## src/rtl/flag_pkg.sv

```systemverilog
// Shared types and helpers for the three-flag stimulus sequencer.
package flag_pkg;

  localparam int PAT_W = 3;

  typedef enum logic [1:0] {
    IDLE  = 2'd0,
    DRIVE = 2'd1,
    GAP   = 2'd2
  } state_t;

  // Reference evaluator function: (x&y)|(y&z).
  function automatic logic flag_expected(input logic fx, input logic fy, input logic fz);
    return (fx & fy) | (fy & fz);
  endfunction

endpackage

```

## src/rtl/flag_sat_counter.sv

```systemverilog
// Saturating up-counter; a clear wins over a simultaneous increment.
module flag_sat_counter #(
  parameter int CNT_W = 8
) (
  input  logic             clk,
  input  logic             rst_n,
  input  logic             inc,
  input  logic             clr,
  output logic [CNT_W-1:0] cnt
);

  always_ff @(posedge clk or negedge rst_n) begin
    if (!rst_n) begin
      cnt <= '0;
    end else if (clr) begin
      cnt <= '0;
    end else if (inc && (cnt != '1)) begin
      cnt <= cnt + 1'b1;
    end
  end

endmodule

```

## src/rtl/flag_stim_sequencer.sv

```systemverilog
// Drives accepted 3-bit patterns onto x/y/z for a hold window, then checks
// the evaluator's answer against (x&y)|(y&z) and counts mismatches.
module flag_stim_sequencer
  import flag_pkg::*;
#(
  parameter int HOLD_CYCLES = 2,
  parameter int GAP_CYCLES  = 0,
  parameter int CNT_W       = 8
) (
  input  logic             clk,
  input  logic             rst_n,
  input  logic             pat_valid,
  input  logic [PAT_W-1:0] pat_data,
  output logic             pat_ready,
  output logic             x,
  output logic             y,
  output logic             z,
  input  logic             flag_in,
  input  logic             clr_err,
  output logic             busy,
  output logic             done,
  output logic             exp_out,
  output logic             mismatch,
  output logic [CNT_W-1:0] err_cnt
);

  // One down-counter serves both the hold and the gap window.
  localparam int MAX_WIN = (HOLD_CYCLES > GAP_CYCLES) ? HOLD_CYCLES : GAP_CYCLES;
  localparam int TW      = (MAX_WIN > 1) ? $clog2(MAX_WIN) : 1;
  localparam logic [TW-1:0] HOLD_LOAD = TW'(HOLD_CYCLES - 1);
  localparam logic [TW-1:0] GAP_LOAD  = (GAP_CYCLES > 0) ? TW'(GAP_CYCLES - 1) : '0;

  state_t           state, state_nxt;
  logic [TW-1:0]    tmr, tmr_nxt;
  logic [PAT_W-1:0] pat, pat_nxt;
  logic             exp_nxt, done_nxt, mism_nxt;

  always_comb begin
    state_nxt = state;
    tmr_nxt   = tmr;
    pat_nxt   = pat;
    exp_nxt   = exp_out;
    done_nxt  = 1'b0;
    mism_nxt  = 1'b0;
    case (state)
      IDLE: begin
        pat_nxt = '0;
        if (pat_valid) begin
          pat_nxt   = pat_data;
          exp_nxt   = flag_expected(pat_data[2], pat_data[1], pat_data[0]);
          tmr_nxt   = HOLD_LOAD;
          state_nxt = DRIVE;
        end
      end
      DRIVE: begin
        if (tmr == '0) begin
          // Last hold cycle: the evaluator output is settled, judge it now.
          done_nxt = 1'b1;
          mism_nxt = (flag_in != exp_out);
          pat_nxt  = '0;
          if (GAP_CYCLES > 0) begin
            tmr_nxt   = GAP_LOAD;
            state_nxt = GAP;
          end else begin
            state_nxt = IDLE;
          end
        end else begin
          tmr_nxt = tmr - 1'b1;
        end
      end
      GAP: begin
        if (tmr == '0) begin
          state_nxt = IDLE;
        end else begin
          tmr_nxt = tmr - 1'b1;
        end
      end
      default: begin
        state_nxt = IDLE;
        pat_nxt   = '0;
      end
    endcase
  end

  always_ff @(posedge clk or negedge rst_n) begin
    if (!rst_n) begin
      state    <= IDLE;
      tmr      <= '0;
      pat      <= '0;
      exp_out  <= 1'b0;
      done     <= 1'b0;
      mismatch <= 1'b0;
    end else begin
      state    <= state_nxt;
      tmr      <= tmr_nxt;
      pat      <= pat_nxt;
      exp_out  <= exp_nxt;
      done     <= done_nxt;
      mismatch <= mism_nxt;
    end
  end

  // Counter sees the same pulse that is registered into mismatch, so both move together.
  flag_sat_counter #(
    .CNT_W (CNT_W)
  ) u_err_cnt (
    .clk   (clk),
    .rst_n (rst_n),
    .inc   (mism_nxt),
    .clr   (clr_err),
    .cnt   (err_cnt)
  );

  assign pat_ready = (state == IDLE);
  assign busy      = (state != IDLE);
  assign x         = pat[2];
  assign y         = pat[1];
  assign z         = pat[0];

endmodule

```

## config.mk

```make
export PLATFORM = sky130hd
export DESIGN_NAME = flag_stim_sequencer
export DESIGN_NICKNAME = d
export VERILOG_FILES = /design/src/rtl/flag_pkg.sv /design/src/rtl/flag_sat_counter.sv /design/src/rtl/flag_stim_sequencer.sv
export SDC_FILE = /design/constraint.sdc
export NUM_CORES = 1
export LEC_CHECK = 0
export CAP_MARGIN = 20
export CORE_MARGIN = 8
export CORE_UTILIZATION = 44
export DETAILED_ROUTE_END_ITERATION = 10
export GPL_TIMING_DRIVEN = 0
export PLACE_DENSITY = 0.86
export SYNTH_ARGS = -nofsm -noshare
export SYNTH_HDL_FRONTEND = slang
export SYNTH_HIERARCHICAL = 1
export SYNTH_SLANG_ARGS = --single-unit
```

## constraint.sdc

```tcl
create_clock -name clk -period 2 [get_ports clk]
set_input_delay 0.2 -clock clk [delete_from_list [all_inputs] [get_ports clk]]
set_output_delay 0.2 -clock clk [all_outputs]
set_load 0.02 [all_outputs]
```

Word-level counts from Yosys, hierarchy flattened:

Cells that the tools add are included.
Widths: inputs -> output; s select.

* bits in registers: 17
* input bits: 8
* output and inout bits: 16

* add/sub/neg operators: 2
* equal/unequal tests: 7
* mux-type cells: 15
* bitwise operators: 4
* reductions and logical operators: 10

Operators by type and width (number)
* $mux 8: 2
* $pmux 3 s3: 1
* $add 8x1->8 const B: 1
* $ne 8x8->1 const B: 1
* $reduce_and 2->1: 4
* $mux 1: 6
* $mux 3: 2
* $ne 2x2->1 const B: 3
* $reduce_bool 2->1: 3
* $mux 2: 2
* $pmux 2 s2: 1
* $and 1x1->1: 2
* $eq 2x1->1 const B: 1
* $eq 2x2->1 const B: 1
* $logic_not 2->1: 1
* $pmux 1 s2: 1
* $reduce_or 2->1: 1
* $logic_and 1x1->1: 1
* $ne 1x1->1: 1
* $not 1->1: 1
* $or 1x1->1: 1
* $sub 1x1->1 const B: 1

Depth between registers and ports, before layout:

* depth in word-level cells: 6
* gate-level depth with buffers: 6
* mapped depth without buffers: 5

Cells and area by module:

Netlist, hierarchy kept.

Modules (own cells, without submodules)
* flag_sat_counter: times used 1, cells each 49, area an instance 464.2 um^2, sequential area each 200.2 um^2
* flag_stim_sequencer: times used 1, cells each 22, area an instance 305.3 um^2, sequential area each 200.2 um^2

Worst setup path before layout:

Ideal clock, no wire load.

* kind: reg2reg
* start: register state[0]
* end: register u_err_cnt.cnt[7]
* setup time: 0.094 ns
* data arrival time: 1.744 ns
* slack: 0.162 ns
* cell stages (with the launch flop): 7
* buffers on the path: 1
* period minus slack after synthesis: 1.838 ns
* path through: dfrtp_1 > inv_2 > nor3_2 > buf_2 > nand3_1 > or3_1 > a211oi_1

* longest elaborated chain between the ends: 4

RTL lines
* from (decl): RTL line flag_stim_sequencer.sv:33 `state_t state, state_nxt;`
* from (signal assigned): RTL line flag_stim_sequencer.sv:94 `state <= state_nxt;`
* $eq 2x1->1: RTL line flag_stim_sequencer.sv:45 `case (state)`
* $mux 1: RTL line flag_stim_sequencer.sv:45
* net mism_nxt: RTL line flag_stim_sequencer.sv:36 `logic exp_nxt, done_nxt, mism_nxt;`
* $logic_and 1x1->1: RTL line flag_sat_counter.sv:17 `end else if (inc && (cnt != '1)) begin`
* $reduce_bool 2->1 (no line)
* to (signal assigned): RTL line flag_sat_counter.sv:18 `cnt <= cnt + 1'b1;`
* to (decl): RTL line flag_sat_counter.sv:9 `output logic [CNT_W-1:0] cnt`

The timed path passes the listed nets, and every way through them passes these cells.
A chain may end at the register's enable or synchronous reset.

Worst setup path in the final report:

Ends and elaborated chain as after synthesis.

==> results.json <==
{
  "status": "finished, final reports clean",
  "hpwlAfterDp_mm": 1.36,
  "io_pins": 24,
  "start_util": 0.456,
  "grt_pass1_wl_mm": 3.11,
  "cp_slowest_cell": "dfrtp_2",
  "min_period_ns": 1.80,
  "setup_slack_ns": 0.198,
  "antenna_found_initial": 0,
  "p_per_area_mw_per_mm2": 1060,
  "htreeDepth": 1,
  "num_antenna_cells": 0,
  "drtAntennaViolNets": 0,
  "postCtsSetupBuffers": 0,
  "yosysTopAreaCell": "dfrtp_1",
  "cp_max_fo": 9,
  "first_pass_iters": 4,
  "die-width_um": 57.8,
  "ys.flop_type": "dfrtp_1",
  "ys_warn_count": 6,
  "fmax_mhz": 555,
  "worstSetupPathType": "flop to flop",
  "clock_skew_ns": 0.00373,
  "dr_total_vias": 636,
  "core_area_sq_mm": 0.00169,
  "tns_ns": 0,
  "setup_viol": 0,
  "port_buffers": 23,
  "worst_pin_slew_ns": 0.701,
  "syn_area_per_cell_sq_um": 10.8,
  "crit_buf_inv": 2,
  "whs_ns": 0.320,
  "endpoint_kind": "flop",
  "routedWlPerCell_um": 15.7,
  "avgViaCountPerCell": 5.53,
  "hold_path.class": "input pin to asynchronous set/reset pin",
  "critPathArrivalTime_ns": 2.00,
  "slowest_delay_ns": 0.48,
  "numCtsBuffers": 3,
  "cp_cell_sequence": "inv_2 > nor3_2 > buf_2 > nand3_1 > or3_1 > a211oi_1",
  "min_period_over_period": 0.901,
  "synth_most_common_cell": "dfrtp_1",
  "place_worst_setup_slack_ns": 0.0596,
  "drc": 0,
  "row_count": 15,
  "drtIter0Drc": 8,
  "power_uw": 1130,
  "synth.top_cells.by_count": "16 x dfrtp_1, 5 x nor2_1, 4 x nor3_1",
  "synth_seq_cells": 16,
  "yosysSeqAreaShare": 0.520,
  "grt_usage": 0.118,
  "clk_latency_ns": 0.29,
  "synth-edff-count": 0,
  "slew_violations": 0,
  "ir_drop_mv": 0.785,
  "synth_cell_types": 34,
  "overflow": 0,
  "die-area_sq_mm": 0.00334,
  "die_h_um": 57.8,
  "area.growth.synth_to_final_pct": 37.6,
  "worst_setup_path_start_kind": "flop",
  "cts.root.buffer_cell": "clkbuf_4",
  "final_cells": 115,
  "gp_congestion": 0.789,
  "cts_buffer_depth": 2,
  "wl_mm": 1.81,
  "cts_tree": "done",
  "worst_slew_margin_rel": 0.531,
  "nets": 108,
  "grt_max_degree": 17,
  "synthCells": 71,
  "syn_nets": 80,
  "grt_pass1_vias": 688,
  "placedCellCount": 111,
  "clock-sinks": 16,
  "cts.clk_slew.worst_paths_ns": 0.10,
  "syn_area_sq_um": 769,
  "max_cap_viol_count": 0,
  "rsz0062_at_grt": "no",
  "synthArstFlopShare": 1.00,
  "synth_top_area_frac": 0.520,
  "p_leak_uw": 0.000440,
  "drive_gt1_frac": 0.143,
  "hold_viol": 0,
  "synth.top_cells.by_area": "dfrtp_1 52%, a32o_1 3.9%, mux2_2 2.9%",
  "fill_cells": 154,
  "cp_top_family": "simple AND/OR/NAND/NOR gates",
  "crit_required_ns": 2.20
}
## registers in the layout, indices dropped and copies added, names as in the netlist
register       count
done               1
u_err_cnt/cnt      8
state              1
tmr                1
mismatch           1
pat                3
exp_out            1
## where the power goes
group / internal [uW] / switching, uW
Sequential: 397 / 87.7
Clock: 111 / 108
Combinational: 212 / 212
Total: 719 / 408
## metrics by stage
stage	cell area, sq um	utilization
after floorplan	769	-
after global placement	1020	0.604
after detailed placement	1020	0.604
after CTS	1060	0.626
after global routing	1060	0.627
final	1060	0.627
## layout by cell type, fill, tap and decap left out, drive strengths merged, types with 2 or more instances in the layout
cell type and n:
nand2b 3, clkbuf 5, mux2 2, nor2 5
nand2 2, a21oi 3, nand3 3, and4 2
nor3 5, o21ai 2, a32o 3, inv 4
nor2b 4, clkdlybuf4s50 23, mux2i 2, dfrtp 16
## repair_timing
action / 4_1_cts / 5_1_grt
gates resized for setup: 0 / 1
hold buffers: 0 / 0
endpoints found under the setup margin: 0 / 2
## final cells by class
type | count | area (sq um) | share of cell area
inverters | 4 | 15.0 | 0.0142
repair buffers | 23 | 230 | 0.217
plain buffers | 2 | 8.76 | 0.00827
clock buffers | 4 | 36.3 | 0.0343
multi-input cells | 49 | 345 | 0.326
flip-flops and latches | 16 | 402 | 0.379
well taps | 17 | 21.3 | 0.0201
## worst reg2reg max path, stage by stage, from the launching register on
cell and delay [ns]:
dfrtp_2 0.48, inv_2 0.07, nor3_2 0.18, buf_2 0.22
nand3_1 0.15, or3_1 0.34, a211oi_1 0.26
## worst paths after layout
kind	to	start	slack [ns]	cells past startpoint
setup / recovery	u_err_cnt/cnt[7]	state[0]	0.20	6
hold / removal	u_err_cnt/cnt[4]	rst_n	0.32	1
setup reg to reg	u_err_cnt/cnt[7]	state[0]	0.20	6
hold reg to reg	exp_out	exp_out	0.55	2
max in group asynchronous	state[0]	rst_n	1.20	1
min in group clk	tmr	pat_valid	0.50	3
## per-layer routing
layer  vias to the layer above  global-route usage  routed length (um)
met4                         0              0.0629                  25
li1                        313                   -                   -
met3                         4              0.0574                 201
met1                       297               0.135                 758
met2                        22               0.177                 823
met5                         -                   0                   0
## kinds of logic (layout without fill, tap and decap cells)
logic type / count (synthesis) / in the layout / share of synthesized area
XOR/XNOR: 1 / 1 / 0.0114
multiplexers: 4 / 4 / 0.0553
AO/OA/AOI/OAI: 14 / 14 / 0.133
buffers and inverters: 6 / 33 / 0.0309
adder cells (fa/ha/maj): 1 / 1 / 0.0163
flip-flops: 16 / 16 / 0.520
AND/OR/NAND/NOR: 29 / 29 / 0.233
(Power assumes the default switching activity.)
